**src/rtl/ac_meas_pkg.sv**
```systemverilog
// Shared measurement types and sizing for the lock-in detector.
// Read by ac_lockin_detector, lockin_mac_lane and ac_lockin_detector_if.
package ac_meas_pkg;

  typedef enum logic [1:0] {
    IDLE,
    ACQ,
    DRAIN,
    DONE
  } meas_state_t;

  localparam int ADC_W_DEF     = 12;
  localparam int REF_W_DEF     = 16;
  localparam int LOG2N_MAX_DEF = 16;
  localparam int LOG2N_W       = 5;

  // Room for 2^log2n_max full-scale products without overflow.
  function automatic int acc_width(input int adc_w, input int ref_w, input int log2n_max);
    return adc_w + ref_w + log2n_max;
  endfunction

endpackage

```
**src/rtl/ac_lockin_detector_if.sv**
```systemverilog
// Control, sample and result bus of the lock-in detector.
// master = driving side (ADC front end / register bank), slave = detector.
import ac_meas_pkg::*;

interface ac_lockin_detector_if #(
  parameter int ADC_W = ADC_W_DEF,
  parameter int REF_W = REF_W_DEF
);
  logic                            start;
  logic [LOG2N_W-1:0]              log2n;
  logic                            sample_valid;
  logic signed [ADC_W-1:0]         sample;
  logic signed [REF_W-1:0]         cos_ref;
  logic signed [REF_W-1:0]         sin_ref;
  logic                            busy;
  logic                            result_valid;
  logic                            result_ready;
  logic signed [ADC_W+REF_W-1:0]   i_avg;
  logic signed [ADC_W+REF_W-1:0]   q_avg;
  logic signed [ADC_W-1:0]         dc_avg;

  modport master (
    output start, log2n, sample_valid, sample, cos_ref, sin_ref, result_ready,
    input  busy, result_valid, i_avg, q_avg, dc_avg
  );

  modport slave (
    input  start, log2n, sample_valid, sample, cos_ref, sin_ref, result_ready,
    output busy, result_valid, i_avg, q_avg, dc_avg
  );

endinterface

```
**src/rtl/lockin_mac_lane.sv**
```systemverilog
// One correlation lane: register a*b, accumulate one cycle later,
// and load the floor-shifted average into a held output register.
import ac_meas_pkg::*;

module lockin_mac_lane #(
  parameter int A_W   = ADC_W_DEF,
  parameter int B_W   = REF_W_DEF,
  parameter int ACC_W = acc_width(ADC_W_DEF, REF_W_DEF, LOG2N_MAX_DEF),
  parameter int AVG_W = A_W + B_W
) (
  input  logic                    clk,
  input  logic                    rst_n,
  input  logic                    clear,
  input  logic                    en,
  input  logic signed [A_W-1:0]   a,
  input  logic signed [B_W-1:0]   b,
  input  logic                    load,
  input  logic [LOG2N_W-1:0]      shamt,
  output logic signed [AVG_W-1:0] avg
);

  localparam int P_W = A_W + B_W;

  logic signed [P_W-1:0]   prod_q;
  logic                    prod_valid_q;
  logic signed [ACC_W-1:0] acc_q;

  // Stage 1 product, stage 2 accumulate; avg only moves on load.
  always_ff @(posedge clk or negedge rst_n) begin
    if (!rst_n) begin
      prod_q       <= '0;
      prod_valid_q <= 1'b0;
      acc_q        <= '0;
      avg          <= '0;
    end else begin
      if (clear) begin
        prod_valid_q <= 1'b0;
        acc_q        <= '0;
      end else begin
        prod_valid_q <= en;
        if (en)
          prod_q <= P_W'(a) * P_W'(b);
        if (prod_valid_q)
          acc_q <= acc_q + ACC_W'(prod_q);
      end
      if (load)
        avg <= AVG_W'(acc_q >>> shamt);
    end
  end

endmodule

```
**src/rtl/ac_lockin_detector.sv**
```systemverilog
// Lock-in I/Q detector: correlates 2^n samples with cos/sin and averages.
// Optional DC-average lane is built when AC_LOCKIN_DC_EN is defined.
import ac_meas_pkg::*;

module ac_lockin_detector #(
  parameter int ADC_W     = ADC_W_DEF,
  parameter int REF_W     = REF_W_DEF,
  parameter int LOG2N_MAX = LOG2N_MAX_DEF
) (
  input  logic               clk,
  input  logic               rst_n,
  ac_lockin_detector_if.slave bus
);

  localparam int ACC_W = acc_width(ADC_W, REF_W, LOG2N_MAX);
  localparam int CNT_W = LOG2N_MAX + 1;

  meas_state_t        state_q;
  logic [LOG2N_W-1:0] n_q;
  logic [CNT_W-1:0]   count_q;
  logic               drain_wait_q;
  logic               result_valid_q;
  logic               clear;
  logic               target_hit;
  logic               accept;
  logic               load;

  assign clear      = (state_q == IDLE) && bus.start;
  assign target_hit = (count_q == (CNT_W'(1) << n_q));
  assign accept     = (state_q == ACQ) && bus.sample_valid && !target_hit;
  assign load       = (state_q == DRAIN) && drain_wait_q;

  // DRAIN spends two edges so the final product is accumulated before load.
  always_ff @(posedge clk or negedge rst_n) begin
    if (!rst_n) begin
      state_q        <= IDLE;
      n_q            <= '0;
      count_q        <= '0;
      drain_wait_q   <= 1'b0;
      result_valid_q <= 1'b0;
    end else begin
      case (state_q)
        IDLE: if (bus.start) begin
          n_q     <= (bus.log2n > LOG2N_W'(LOG2N_MAX)) ? LOG2N_W'(LOG2N_MAX) : bus.log2n;
          count_q <= '0;
          state_q <= ACQ;
        end
        ACQ: if (target_hit) begin
          drain_wait_q <= 1'b0;
          state_q      <= DRAIN;
        end else if (bus.sample_valid) begin
          count_q <= count_q + 1'b1;
        end
        DRAIN: if (!drain_wait_q) begin
          drain_wait_q <= 1'b1;
        end else begin
          result_valid_q <= 1'b1;
          state_q        <= DONE;
        end
        DONE: if (bus.result_ready) begin
          result_valid_q <= 1'b0;
          state_q        <= IDLE;
        end
        default: state_q <= IDLE;
      endcase
    end
  end

  assign bus.busy         = (state_q == ACQ) || (state_q == DRAIN);
  assign bus.result_valid = result_valid_q;

  lockin_mac_lane #(.A_W(ADC_W), .B_W(REF_W), .ACC_W(ACC_W)) i_lane (
    .clk(clk), .rst_n(rst_n), .clear(clear), .en(accept),
    .a(bus.sample), .b(bus.cos_ref), .load(load), .shamt(n_q), .avg(bus.i_avg)
  );

  lockin_mac_lane #(.A_W(ADC_W), .B_W(REF_W), .ACC_W(ACC_W)) q_lane (
    .clk(clk), .rst_n(rst_n), .clear(clear), .en(accept),
    .a(bus.sample), .b(bus.sin_ref), .load(load), .shamt(n_q), .avg(bus.q_avg)
  );

`ifdef AC_LOCKIN_DC_EN
  // Reference of +1 turns the lane into a plain sample average.
  lockin_mac_lane #(.A_W(ADC_W), .B_W(2), .ACC_W(ACC_W), .AVG_W(ADC_W)) dc_lane (
    .clk(clk), .rst_n(rst_n), .clear(clear), .en(accept),
    .a(bus.sample), .b(2'sb01), .load(load), .shamt(n_q), .avg(bus.dc_avg)
  );
`else
  assign bus.dc_avg = '0;
`endif

endmodule

```
**src/flat_wrapper.sv**
```systemverilog
// flat-port wrapper written by rule: the top's interface ports become plain ports
module ac_lockin_detector_flat 
#(
  parameter int ADC_W     = ADC_W_DEF,
  parameter int REF_W     = REF_W_DEF,
  parameter int LOG2N_MAX = LOG2N_MAX_DEF
)
  (clk, rst_n, bus_start, bus_log2n, bus_sample_valid, bus_sample, bus_cos_ref, bus_sin_ref, bus_result_ready, bus_busy, bus_result_valid, bus_i_avg, bus_q_avg, bus_dc_avg);
  ac_lockin_detector_if #(.ADC_W(ADC_W), .REF_W(REF_W)) bus_i ();
  input  logic clk;
  input  logic rst_n;
  input wire logic [$bits(bus_i.start)-1:0] bus_start;
  input wire logic [$bits(bus_i.log2n)-1:0] bus_log2n;
  input wire logic [$bits(bus_i.sample_valid)-1:0] bus_sample_valid;
  input wire logic [$bits(bus_i.sample)-1:0] bus_sample;
  input wire logic [$bits(bus_i.cos_ref)-1:0] bus_cos_ref;
  input wire logic [$bits(bus_i.sin_ref)-1:0] bus_sin_ref;
  input wire logic [$bits(bus_i.result_ready)-1:0] bus_result_ready;
  output wire logic [$bits(bus_i.busy)-1:0] bus_busy;
  output wire logic [$bits(bus_i.result_valid)-1:0] bus_result_valid;
  output wire logic [$bits(bus_i.i_avg)-1:0] bus_i_avg;
  output wire logic [$bits(bus_i.q_avg)-1:0] bus_q_avg;
  output wire logic [$bits(bus_i.dc_avg)-1:0] bus_dc_avg;
  assign bus_i.start = bus_start;
  assign bus_i.log2n = bus_log2n;
  assign bus_i.sample_valid = bus_sample_valid;
  assign bus_i.sample = bus_sample;
  assign bus_i.cos_ref = bus_cos_ref;
  assign bus_i.sin_ref = bus_sin_ref;
  assign bus_i.result_ready = bus_result_ready;
  assign bus_busy = bus_i.busy;
  assign bus_result_valid = bus_i.result_valid;
  assign bus_i_avg = bus_i.i_avg;
  assign bus_q_avg = bus_i.q_avg;
  assign bus_dc_avg = bus_i.dc_avg;
  ac_lockin_detector #(.ADC_W(ADC_W), .REF_W(REF_W), .LOG2N_MAX(LOG2N_MAX)) u_core (.clk(clk), .rst_n(rst_n), .bus(bus_i));
endmodule
```
**config.mk**
```make
export PLATFORM = sky130hd
export DESIGN_NAME = ac_lockin_detector_flat
export DESIGN_NICKNAME = d
export VERILOG_FILES = /design/src/rtl/ac_meas_pkg.sv /design/src/rtl/ac_lockin_detector_if.sv /design/src/rtl/lockin_mac_lane.sv /design/src/rtl/ac_lockin_detector.sv /design/src/flat_wrapper.sv
export SDC_FILE = /design/constraint.sdc
export NUM_CORES = 2
export LEC_CHECK = 0
export CORE_UTILIZATION = 63
export DETAILED_ROUTE_END_ITERATION = 10
export DONT_BUFFER_PORTS = 1
export GPL_ROUTABILITY_DRIVEN = 1
export PLACE_DENSITY = 0.8
export SLEW_MARGIN = 20
export SYNTH_ARGS = -nofsm -noshare
export SYNTH_HDL_FRONTEND = slang
export SYNTH_SLANG_ARGS = --single-unit
```
**constraint.sdc**
```tcl
create_clock -name clk -period 9.14 [get_ports clk]
set_clock_uncertainty 0.1 [all_clocks]
set_input_delay 1.828 -clock clk [delete_from_list [all_inputs] [get_ports clk]]
set_output_delay 1.828 -clock clk [all_outputs]
set_load 0.01 [all_outputs]
```
==> out/qor.txt <==
Mapped Cells - 3670
port bufs - 0
# IOs - 124
placed cell count - 4154
Root Buffer - clkbuf_16
sequential cell area - 5700 um^2
synth unique cells - 78
Static Leakage - 15.4 nW
simple-gate share of the synthesized area - 17.1%
Placeable Area - 50000 um^2
CP required - 9530 ps
Power Density - 391 nW/um^2
async set or reset register ratio after synthesis - 100%
initial antenna violation count - 0
initial core utilization - 63.7%
Final TNS setup - 0 ps
Setup WS pre-CTS - 1340 ps
die area - 51400 um^2
Period minus WS final - 7330 ps
Post-synth EDFFs - 0
TritonCTS Buffers - 25
post-cts resize count - 0
Worst Hold Class - flip-flop to flip-flop
filler instances - 4092
outcome - finished, final reports clean
CP Max Fanout - 24
worst IR drop on VDD - 0.298 mV
wire per inst - 18.3 um
register area share after synthesis - 17.8%
DR vias - 25.3k
GR Overflow Total - 0
final hold violation count - 0
actual slew at the worst max-slew pin - 1060 ps
# Max-Cap Violations - 0
mux cell area share after synthesis - 9.53%
CTS H-tree depth - 1
RSZ-0062 raised after global routing - false
Synth Area per Inst - 8.68 um^2
vias per std cell - 6.03
Max clock buf depth - 3
Synth Area in XOR/XNOR - 2.94%
layout cell share with drive strength beyond 1 - 5.25%
FMAX - 136 MHz
post-synthesis compound-gate area fraction - 13.6%
Synth warnings - 0
vias in the first global route - 24.8k
Arr. time, crit path - 7730 ps
setup bufs post-CTS - 0
# rows - 82
overall power - 12.8 mW
max_slew headroom - 29.3%
# DRC - 0
clock sinks - 227
Post-Synth Adder-Cell Area - 30.7%
final setup fails - 0
main combinational cell family by area after synthesis - adder cells
Max Slew Vio Count - 0
Main synth FF type - dfrtp_1
hold-fix buffers at CTS - 0
initial DRC count - 2009
post-route antenna net violation count - 0
Clk Latency, worst-skew pair - 560 ps
drt pass-1 iters - 6
largest net degree at the start of global routing - 228
Total GRT Usage - 30.3%
final wirelength - 76600 um
Critical Path Sink Type - flip-flop
Nets - 4130
Yosys reg bits - 227
period utilization - 80.2%
multi-input logic area - 23600 um^2
worst setup path class - primary input to flip-flop
most frequent cells in the layout - 583 x nand2_1, 456 x inv_1, 358 x fa_1
CP Launch Type - primary input
first-pass GRT wire length - 126000 um
ANT cells - 0
fin cells - 4199
hpwl dp - 58100 um
CTS tree - built
Chip Width - 227 um
area delta synth->final - 3.18%
most common cell after layout, fill and taps aside - nand2_1
Placer Congestion - 0.984
Clock Pin Slew Worst Setup and Hold Paths - 60 ps
setup ws final - 1810 ps
Die H - 227 um
Cell Area, Synth - 31800 um^2
[layer usage]
| layer | GRT usage, % | wire (um) | vias to the layer above |
|---|---|---|---|
| li1 | - | - | 11900 |
| met1 | 43.4 | 33900 | 12300 |
| met2 | 49.0 | 35100 | 1027 |
| met3 | 3.98 | 6300 | 111 |
| met4 | 6.84 | 1410 | 0 |
| met5 | 0 | 0 | - |
[stage by stage]
step,cell area (um^2),utilization [%],hold WS (ps)
CTS,32800,65.7,398
finish,32900,65.7,394
floorplan,31900,-,348
detailed placement,32000,64.0,381
global route,32900,65.7,419
global placement,32000,64.0,369
[registers in the layout, summed over array words and instances (netlist names)]
signal	count
u_core.q_lane.prod_q	28
u_core.i_lane.prod_q	28
u_core.bus.result_valid	1
u_core.q_lane.acc_q	44
u_core.i_lane.acc_q	44
u_core.i_lane.prod_valid_q	1
u_core.count_q	17
u_core.i_lane.avg	28
u_core.drain_wait_q	1
u_core.n_q	5
u_core.state_q	2
u_core.q_lane.avg	28
[synthesized netlist by cell type, types with 24 or more instances]
cell / n / share of area (%)
a21o_1: 55 / 1.3
fa_1: 358 / 23
clkbuf_1: 160 / 1.9
mux2i_1: 112 / 3.5
nand2_1: 584 / 6.9
nor3_1: 39 / 0.61
a21oi_1: 182 / 2.9
mux2_2: 24 / 0.85
o21ai_0: 213 / 3.3
xor2_1: 51 / 1.4
a31oi_1: 33 / 0.65
dfrtp_1: 227 / 18
and3_1: 24 / 0.47
nor2_1: 202 / 2.4
mux4_2: 72 / 5.1
nand2b_1: 29 / 0.57
nand3_1: 46 / 0.72
a211oi_1: 61 / 1.4
xnor2_1: 56 / 1.5
ha_1: 209 / 8.2
inv_1: 457 / 5.4
o21a_1: 25 / 0.59
o211ai_1: 25 / 0.59
and2_1: 129 / 2.5
[power breakdown]
group / internal, mW / switching [mW] / leakage, nW
sequential: 1.39 / 0.494 / 2.82
combinational: 4.42 / 5.43 / 12.1
clock: 0.657 / 0.458 / 0.426
total: 6.47 / 6.38 / 15.4
[kinds of logic (layout without fill, tap and decap cells)]
| kind of cell | Yosys count | in the layout |
|---|---|---|
| simple gates | 1184 | 1184 |
| compound gates | 703 | 703 |
| buf+inv | 671 | 517 |
| fa+ha+maj | 567 | 567 |
| flops | 227 | 227 |
| mux | 210 | 210 |
| xor+xnor | 107 | 107 |
| other cells | 1 | 12 |
[worst max-delay path, stage by stage]
cell and delay [ps]:
clkinv_1 710, nor2_1 370, fa_1 480, fa_1 530, fa_1 430, fa_1 490, inv_1 50, fa_1 470
inv_1 40, ha_1 340, and3_1 210, o2111ai_1 150, a31oi_1 310, o221ai_1 230, a21oi_1 240, a31oi_1 130
or4b_2 630, nand3_1 90
[final timing paths]
path,depth (start not counted),slack [ps],from,end
setup / recovery,18,1810,bus_sample[11],u_core.q_lane.prod_q[26]
hold / removal,2,390,u_core.i_lane.prod_q[6],u_core.i_lane.prod_q[6]
setup reg to reg,9,4360,u_core.n_q[4],u_core.i_lane.prod_q[25]
hold reg to reg,2,390,u_core.i_lane.prod_q[6],u_core.i_lane.prod_q[6]
max in group asynchronous,0,7700,rst_n,u_core.i_lane.prod_valid_q
min in group asynchronous,0,860,rst_n,u_core.drain_wait_q
[cell type report]
type,count,share of cell area [%]
clock buffer,27,1.96
clock inverter,18,0.762
inverter,460,5.26
multi-input combinational,2783,71.8
sequential,227,17.3
tap,672,2.56
timing repair buffer,12,0.274
Note: power is estimated with default switching activity, not from simulation.
